===== config.mk =====
export PLATFORM = sky130hd
export DESIGN_NAME = mul_seq_flat
export DESIGN_NICKNAME = d
export VERILOG_FILES = /design/src/rtl/fpau_pkg.sv /design/src/rtl/mul_seq_if.sv /design/src/rtl/mul_step.sv /design/src/rtl/mul_seq.sv /design/src/flat_wrapper.sv
export SDC_FILE = /design/constraint.sdc
export NUM_CORES = 1
export LEC_CHECK = 0
export ABC_AREA = 1
export CORE_AREA = 4 4 136 106
export DETAILED_ROUTE_END_ITERATION = 6
export DIE_AREA = 0 0 140 110
export HOLD_SLACK_MARGIN = 0.03
export PLACE_DENSITY = 0.81
export SETUP_SLACK_MARGIN = 0.2
export SLEW_MARGIN = 15
export SYNTH_ARGS = -nofsm -noshare
export SYNTH_HDL_FRONTEND = slang
export SYNTH_HIERARCHICAL = 1
export SYNTH_SLANG_ARGS = --single-unit

===== constraint.sdc =====
create_clock -name clk -period 9.42 [get_ports clk]
set_input_delay 0.942 -clock clk [delete_from_list [all_inputs] [get_ports clk]]
set_output_delay 0.942 -clock clk [all_outputs]
set_load 0.02 [all_outputs]

===== src/rtl/fpau_pkg.sv =====
// rtl/fpau_pkg.sv - shared FPAU constants and the multiplier state encoding
package fpau_pkg;

  localparam int FP_WIDTH   = 24;
  localparam int PROD_WIDTH = 2 * FP_WIDTH;

  typedef enum logic [1:0] {
    ST_IDLE = 2'd0,
    ST_RUN  = 2'd1,
    ST_DONE = 2'd2
  } mul_state_e;

endpackage


===== src/rtl/mul_seq_if.sv =====
// rtl/mul_seq_if.sv - request/result bundle between the unpack stage and mul_seq
interface mul_seq_if
  import fpau_pkg::*;
#(
  parameter int WIDTH = FP_WIDTH
);

  logic               start;
  logic [WIDTH-1:0]   A;
  logic [WIDTH-1:0]   B;
  logic               busy;
  logic               done;
  logic [2*WIDTH-1:0] P;
  logic               ovf;

  modport master (
    output start, A, B,
    input  busy, done, P, ovf
  );

  modport slave (
    input  start, A, B,
    output busy, done, P, ovf
  );

endinterface


===== src/rtl/mul_step.sv =====
// rtl/mul_step.sv - one shift-add iteration: conditional add of the multiplicand, then shift right
module mul_step
  import fpau_pkg::*;
#(
  parameter int WIDTH = FP_WIDTH
) (
  input  logic [WIDTH:0]   hi,
  input  logic [WIDTH-1:0] lo,
  input  logic [WIDTH-1:0] reg_a,
  output logic [WIDTH:0]   hi_next,
  output logic [WIDTH-1:0] lo_next
);

  logic [WIDTH:0] sum;

  always_comb begin
    sum = hi;
    if (lo[0]) begin
      sum = hi + {1'b0, reg_a};
    end
    // The bit shifted out of sum's LSB becomes the new top bit of the low half.
    hi_next = {1'b0, sum[WIDTH:1]};
    lo_next = {sum[0], lo[WIDTH-1:1]};
  end

endmodule


===== src/rtl/mul_seq.sv =====
// rtl/mul_seq.sv - sequential radix-2 shift-add significand multiplier, fixed WIDTH-cycle iteration
module mul_seq
  import fpau_pkg::*;
#(
  parameter int WIDTH = FP_WIDTH,
  parameter int CNT_W = 5
) (
  input  logic      clk,
  input  logic      rst,
  mul_seq_if.slave  bus
);

  mul_state_e         state_q, state_d;
  logic [CNT_W-1:0]   cnt_q, cnt_d;
  logic [WIDTH-1:0]   reg_a_q, reg_a_d;
  logic [WIDTH:0]     hi_q, hi_d;
  logic [WIDTH-1:0]   lo_q, lo_d;
  logic [2*WIDTH-1:0] p_q, p_d;
  logic               ovf_q, ovf_d;

  logic [WIDTH:0]     step_hi;
  logic [WIDTH-1:0]   step_lo;

  mul_step #(.WIDTH(WIDTH)) u_step (
    .hi      (hi_q),
    .lo      (lo_q),
    .reg_a   (reg_a_q),
    .hi_next (step_hi),
    .lo_next (step_lo)
  );

  always_comb begin
    state_d = state_q;
    cnt_d   = cnt_q;
    reg_a_d = reg_a_q;
    hi_d    = hi_q;
    lo_d    = lo_q;
    p_d     = p_q;
    ovf_d   = ovf_q;
    case (state_q)
      ST_IDLE: begin
        if (bus.start) begin
          reg_a_d = bus.A;
          hi_d    = '0;
          lo_d    = bus.B;
          cnt_d   = '0;
          state_d = ST_RUN;
        end
      end
      ST_RUN: begin
        hi_d  = step_hi;
        lo_d  = step_lo;
        cnt_d = cnt_q + 1'b1;
        if (cnt_q == CNT_W'(WIDTH - 1)) begin
          // After WIDTH shifts hi's extra bit is always zero, so P is the lower 2*WIDTH bits.
          p_d     = {step_hi[WIDTH-1:0], step_lo};
          ovf_d   = step_hi[WIDTH-1];
          state_d = ST_DONE;
        end
      end
      ST_DONE: begin
        state_d = ST_IDLE;
      end
      default: begin
        state_d = ST_IDLE;
      end
    endcase
  end

  always_ff @(posedge clk or posedge rst) begin
    if (rst) begin
      state_q <= ST_IDLE;
      cnt_q   <= '0;
      reg_a_q <= '0;
      hi_q    <= '0;
      lo_q    <= '0;
      p_q     <= '0;
      ovf_q   <= 1'b0;
    end else begin
      state_q <= state_d;
      cnt_q   <= cnt_d;
      reg_a_q <= reg_a_d;
      hi_q    <= hi_d;
      lo_q    <= lo_d;
      p_q     <= p_d;
      ovf_q   <= ovf_d;
    end
  end

  assign bus.busy = (state_q != ST_IDLE);
  assign bus.done = (state_q == ST_DONE);
  assign bus.P    = p_q;
  assign bus.ovf  = ovf_q;

endmodule


===== src/flat_wrapper.sv =====
// flat-port wrapper written by rule: the top's interface ports become plain ports
module mul_seq_flat import fpau_pkg::*;
#(
  parameter int WIDTH = FP_WIDTH,
  parameter int CNT_W = 5
)
  (clk, rst, bus_start, bus_A, bus_B, bus_busy, bus_done, bus_P, bus_ovf);
  mul_seq_if #(.WIDTH(WIDTH)) bus_i ();
  input  logic clk;
  input  logic rst;
  input wire logic [$bits(bus_i.start)-1:0] bus_start;
  input wire logic [$bits(bus_i.A)-1:0] bus_A;
  input wire logic [$bits(bus_i.B)-1:0] bus_B;
  output wire logic [$bits(bus_i.busy)-1:0] bus_busy;
  output wire logic [$bits(bus_i.done)-1:0] bus_done;
  output wire logic [$bits(bus_i.P)-1:0] bus_P;
  output wire logic [$bits(bus_i.ovf)-1:0] bus_ovf;
  assign bus_i.start = bus_start;
  assign bus_i.A = bus_A;
  assign bus_i.B = bus_B;
  assign bus_busy = bus_i.busy;
  assign bus_done = bus_i.done;
  assign bus_P = bus_i.P;
  assign bus_ovf = bus_i.ovf;
  mul_seq #(.WIDTH(WIDTH), .CNT_W(CNT_W)) u_core (.clk(clk), .rst(rst), .bus(bus_i));
endmodule

==> impl_metrics.csv, run 1 <==
group,metric,value,unit
outcome,status,"finished, final reports clean",
timing,relSlewSlack,0.2761,
synth,synth-seq-cells,128,
clock_tree,clock-root-buffer,"clkbuf_16",
timing,fin_skew,8.762,ps
floorplanning,initial_utilization,0.5969,
route,vias,7105,
setup_path,critPathKind,"reg -> out",
hold_path,min_from,"u_core/bus.P[40]",
power,p_sw_frac,0.4536,
setup_path,r2r_slack,6730,ps
setup_path,endpoint_kind,"primary output",
clock_tree,cts_setup_buffers,0,
place,place_congestion,0.9653,
setup_path,path_max_fanout,26,
setup_path,r2r_cells,4,
synth,synth-adder-area-share,0.04328,
layout,fillers,1098,
setup_path,worstPathRequired,8480,ps
power,clkPwrFrac,0.202,
route,drt-initial-drc-count,652,
synth,synthMuxAreaShare,0,
clock_tree,cts_buffers,17,
synth,synthesis.nets,1186,
timing,grt_setup_unrepaired,"no",
synth,ys_top_cells_by_area,"dfrtp_1, nand2_1, nand4_1",
power,power.switching,1.543,mW
floorplanning,core-area,12880,µm²
clock_tree,clock_sinks,128,
power,p_per_area,371.1,nW/µm²
synth,seq_area_frac_synth,0.4165,
hold_path,hold_path.class,"reg -> reg",
floorplanning,boundaryPins,102,
synth,yosys.area.top_type_share,0.4165,
synth,yosys.area_share.simple,0.4138,
power,comb_power_share,0.504,
layout,final_cell_area,9164,µm²
timing,hold_violations,0,
synth,synth_top_family_by_area,"simple AND/OR/NAND/NOR gates",
power,p_leak,4.941,nW
clock_tree,cts_buffer_depth,2,
layout,syn_to_final_growth,19.17,%
clock_tree,cts_tree,"built",
floorplanning,rows,36,
power,p_int,1.858,mW
synth,yosysWarnings,6,
setup_path,r2r-end,"u_core/bus.P[29]",
route,ant_nets,0,
setup_path,reg2reg_from,"u_core/lo_q[0]",
synth,synth_xor_area_frac,0.006834,
route,wl_per_cell,15.32,µm
clock_tree,htreeDepth,4,
hold_path,whs_path_depth,2,
timing,whs,472.3,ps
layout,instances_no_fill,1347,
timing,period_share,0.3080,
clock_tree,clk_pin_slew,60,ps
floorplanning,die_y,110,µm
floorplanning,dieArea,15400,µm²
place,dpl_cell_area,8543,µm²
timing,tightest_slew,1085,ps
clock_tree,cts_resized,0,
job,maxCapViolCount,0,
timing,post-route-min-period,2901,ps
place,port_buffers,101,
setup_path,critPathArrivalTime,1960,ps
power,power_frac_seq,0.294,
synth,syn_inst,1109,
route,viasPerCell,5.275,
timing,final.setup.tns,0,ps
layout,drive_gt1_frac,0.05697,
global_route,grt_overflow,0,
route,remaining_drc_errors,0,
floorplanning,die_w,140,µm
timing,setup_viol,0,
place,dp.cells,1315,
global_route,grt_pass1_vias,6652,
clock_tree,clock_latency,430,ps
synth,synth_compound_area_frac,0.01855,
global_route,grt_util_all_layers,0.2757,
global_route,grt_pass1_wl,33500,µm
layout,num_antenna_cells,0,
global_route,antenna_found_initial,0,
timing,report.final.slew_viol_count,0,
global_route,grt_start_max_net_pins,101,
route,drt-total-wl,20630,µm
synth,synth_area_leader_cell,"dfrtp_1",
hold_path,min_to,"u_core/bus.P[40]",
synth,syn_avg_cell_area,6.934,µm²
power,peakVddDrop,0.2175,mV
synth,syn_area,7690,µm²
synth,yosysUniqueCellTypes,30,
layout,final_nets,1240,
setup_path,critPathLaunchType,"register",
place,dpl.hpwl,13620,µm
route,drt_pass1_iterations,7,
timing,fmax,0.3447,GHz
clock_tree,cts_hold_buf,0,
==> synthesized netlist by cell type <==
cell and n:
a21oi_1 12, a31oi_1 1, and2_4 1, buf_1 4, buf_2 21, buf_4 33, buf_6 1, clkbuf_1 14
conb_1 1, dfrtp_1 128, fa_1 1, ha_1 25, inv_1 88, inv_2 3, nand2_1 581, nand2_2 11
nand3_1 59, nand3_2 3, nand3b_1 8, nand4_1 53, nor2_1 29, nor2_2 4, nor2_4 4, nor3_1 3
o21ai_0 9, o21ai_1 3, o21ai_4 1, or2_1 2, xnor2_1 5, xor2_1 1
==> worst max-delay path by stage <==
stage / cells after the start / slack [ps] / from / end
6_report: 4 / 6520 / u_core/state_q[0] / bus_busy
4_1_cts: 4 / 6510 / u_core/state_q[0] / bus_busy
3_3_place_gp: 3 / 6510 / rst / u_core/lo_q[8]
5_1_grt: 4 / 6420 / u_core/state_q[0] / bus_busy
3_5_place_dp: 3 / 6490 / rst / u_core/hi_q[7]
2_1_floorplan: 1 / 5070 / rst / u_core/bus.P[0]
==> layout by cell type, fill, tap and decap left out, drive strengths merged <==
cell type,count
dfrtp,128
clkdlybuf4s50,101
clkinvlp,3
o21ai,13
nor3,3
fa,1
nand3,62
nand4,53
clkinv,4
xor2,1
a21oi,12
nand2,592
xnor2,5
and2,1
nor2,37
clkbuf,20
inv,93
or2,2
conb,1
nand3b,8
buf,7
bufinv,3
a31oi,1
ha,25
==> layer usage <==
metal / up-vias / share of wire / track usage
li1: 3544 / - / -
met1: 3224 / 0.47 / 0.3923
met2: 317 / 0.45 / 0.4351
met3: 20 / 0.078 / 0.06123
met4: 0 / 0.011 / 0.06846
met5: - / 0 / 0
==> critical path, stage by stage (launching register included) <==
cell             delay [ps]
dfrtp_1                 460
nor2_2                  130
buf_4                   330
inv_1                    70
clkdlybuf4s50_1         540
==> final cells by class <==
class | instances | area, µm² | share of cell area
well taps | 171 | 214.0 | 0.02335
repair buffers | 108 | 1064 | 0.1161
clock buffers | 20 | 466.7 | 0.05093
inverters | 91 | 344.1 | 0.03755
multi-input cells | 817 | 3719 | 0.4058
flip-flops and latches | 128 | 3203 | 0.3495
clock inverters | 12 | 153.9 | 0.01679
==> per-stage QoR <==
stage	total power, mW	setup WS (ps)	util
finish	3.400	6519	0.7113
global route	3.666	6421	0.7113
CTS	3.391	6513	0.7113
detailed placement	2.671	6489	0.6632
global placement	2.627	6508	0.6632
floorplan	2.206	5065	-
==> sequential cells by signal, indices dropped and copies added, names as in the netlist <==
signal / flops
u_core/bus.P: 48
u_core/hi_q: 25
u_core/lo_q: 24
u_core/reg_a_q: 24
u_core/cnt_q: 5
u_core/state_q: 2
==> cells by family after synthesis <==
kind of cell               Yosys count
buffers and inverters              164
other                                1
adders and majority gates           26
xor gates and xnor gates             6
DFF                                128
AOI/OAI and AO/OA                   26
and+or+nand+nor                    758
==> power groups by stage <==
stage / clock network, mW / logic [mW] / registers [mW]
after floorplan: 0 / 1.16 / 1.04
after global placement: 0 / 1.63 / 0.996
after detailed placement: 0 / 1.67 / 0.997
after CTS: 0.695 / 1.70 / 0.997
after global routing: 0.724 / 1.91 / 1.03
final: 0.688 / 1.71 / 0.999
No activity file was read; power rests on OpenSTA's default activity.
==> run 2, diff against run 1 <==
--- a/config.mk
+++ b/config.mk
@@ -6,11 +6,11 @@
 export NUM_CORES = 1
 export LEC_CHECK = 0
 export ABC_AREA = 1
-export CORE_AREA = 4 4 136 106
+export CORE_AREA = 4 4 147 114
 export DETAILED_ROUTE_END_ITERATION = 6
-export DIE_AREA = 0 0 140 110
+export DIE_AREA = 0 0 151 118
 export HOLD_SLACK_MARGIN = 0.03
-export PLACE_DENSITY = 0.81
+export PLACE_DENSITY = 0.74
 export SETUP_SLACK_MARGIN = 0.2
 export SLEW_MARGIN = 15
 export SYNTH_ARGS = -nofsm -noshare
==> constraint.sdc (replaced) <==
create_clock -name clk -period 2.6 [get_ports clk]
set_input_delay 0.26 -clock clk [delete_from_list [all_inputs] [get_ports clk]]
set_output_delay 0.26 -clock clk [all_outputs]
set_load 0.02 [all_outputs]
==> impl_metrics.csv, run 2 (synthesized netlist as in run 1, its figures left out) <==
group,metric,value,unit
outcome,status,"finished, final reports clean",
setup_path,path_max_fanout,4,
route,drt_pass1_iterations,5,
route,viasPerCell,5.131,
power,peakVddDrop,0.6558,mV
power,fin_total_pwr,12.31,mW
clock_tree,cts_buffer_depth,2,
clock_tree,clock-root-buffer,"clkbuf_16",
timing,relSlewSlack,0.4437,
timing,hold_violations,0,
clock_tree,cts_hold_buf,0,
layout,multi_input_area,3721,µm²
place,dp_slack,364.1,ps
timing,post-route-min-period,2227,ps
hold_path,hold_path.class,"in -> async",
clock_tree,cts_resized,0,
route,drt-initial-drc-count,544,
setup_path,critPathArrivalTime,2570,ps
route,remaining_drc_errors,0,
route,vias,7111,
setup_path,critPathLaunchType,"register",
global_route,grt_util_all_layers,0.2415,
route,drt-total-wl,20820,µm
clock_tree,cts_tree,"built",
setup_path,worstPathRequired,2950,ps
setup_path,endpoint_kind,"register",
setup_path,critPathKind,"reg -> reg",
clock_tree,htreeDepth,4,
floorplanning,initial_utilization,0.5084,
global_route,grt_overflow,0,
setup_path,crit_chain,"ha_1 > fa_2 > nand2_1 > nand2_1 > nand3_1 > nand2_1 > nand3_1 > nand2_1 > nand2_1 > nand3_1 > nand2_1 > nand4_1 > nand2_1",
clock_tree,clock_sinks,128,
timing,period_share,0.8565,
place,port_buffers,101,
floorplanning,boundaryPins,102,
layout,largest_reg_flops,48,
timing,grt_setup_unrepaired,"no",
layout,fillers,1415,
route,wl_per_cell,15.02,µm
power,p_per_area,1330,nW/µm²
global_route,grt_start_max_net_pins,129,
global_route,grt_pass1_vias,6755,
clock_tree,clk_pin_slew,60,ps
layout,syn_to_final_growth,20.40,%
route,ant_nets,0,
setup_path,path_buf_inv,0,
layout,register_area,3203,µm²
setup_path,cpPeakStageDelay,390,ps
timing,setup_viol,0,
global_route,grt_pass1_wl,34460,µm
setup_path,critPathTopFamily,"simple AND/OR/NAND/NOR gates",
timing,fin_ws,373.0,ps
layout,num_antenna_cells,0,
setup_path,crit_slowest_cell,"dfrtp_1",
place,place_congestion,0.9605,
job,maxCapViolCount,0,
floorplanning,die_w,151,µm
floorplanning,die_y,118,µm
clock_tree,clock_latency,420,ps
clock_tree,cts_setup_buffers,0,
layout,final_common_cell,"nand2_1",
setup_path,crit_top_cell,"nand2_1",
timing,final.setup.tns,0,ps
layout,final_cell_mix,"nand2_1, dfrtp_1, clkdlybuf4s50_1, inv_1, nand3_1",
timing,tightest_slew,833.5,ps
clock_tree,cts_buffers,17,
floorplanning,core-area,15130,µm²
floorplanning,dieArea,17820,µm²
layout,final_nets,1245,
global_route,antenna_found_initial,0,
floorplanning,rows,39,
timing,fin_skew,9.428,ps
layout,drive_gt1_frac,0.06012,
timing,fmax,0.4490,GHz
timing,report.final.slew_viol_count,0,
power,p_leak,4.974,nW
place,dpl.hpwl,14340,µm
## run 2: cell count changes in the layout (fill, tap and decap cells not counted), sizes merged
cell      previous run  this run
clkinvlp             3         1
inv                 93        91
clkinv               4         6
clkbuf              20        22
buf                  7        12
## run 2: final timing paths
path / startpoint / end / slack [ps] / cells past startpoint
max: u_core/hi_q[0] / u_core/bus.P[37] / 370 / 13
min: rst / u_core/bus.P[5] / 350 / 3
max reg2reg: u_core/hi_q[0] / u_core/bus.P[37] / 370 / 13
min reg2reg: u_core/bus.P[11] / u_core/bus.P[11] / 470 / 2
max in group asynchronous: rst / u_core/reg_a_q[15] / 1640 / 3
min in group clk: bus_A[23] / u_core/reg_a_q[23] / 390 / 3
## run 2: tightest hold or removal path: stages
cell	delay, ps
clkdlybuf4s50_1	440
clkinvlp_4	90
buf_12	440
## run 2: metrics by stage
step	instances	area [µm²]	utilization	hold slack (ps)
6_report	1386	9259	0.6121	348.7
5_1_grt	1386	9259	0.6121	396.0
4_1_cts	1386	9256	0.6119	382.7
3_5_place_dp	1354	8650	0.5718	458.3
3_3_place_gp	1354	8650	0.5718	455.8
2_1_floorplan	1109	7694	-	404.6
## run 2: power breakdown
group	switching, mW	internal, mW
Clock	0.900	1.58
Combinational	3.96	2.29
Sequential	0.686	2.90
Total	5.54	6.77
## run 2: metal layers
layer	global-route usage	wire, µm	up-vias
met5	0	0	-
met4	0.05549	192	0
met3	0.05081	1310	13
met2	0.3515	9001	217
met1	0.3669	10320	3320
li1	-	-	3561
## run 2: cell type report
class | instances | area share
inverters | 91 | 0.03730
flip-flops and latches | 128 | 0.3459
repair buffers | 113 | 0.1216
well taps | 205 | 0.02770
clock inverters | 10 | 0.01432
clock buffers | 22 | 0.05122
multi-input cells | 817 | 0.4019
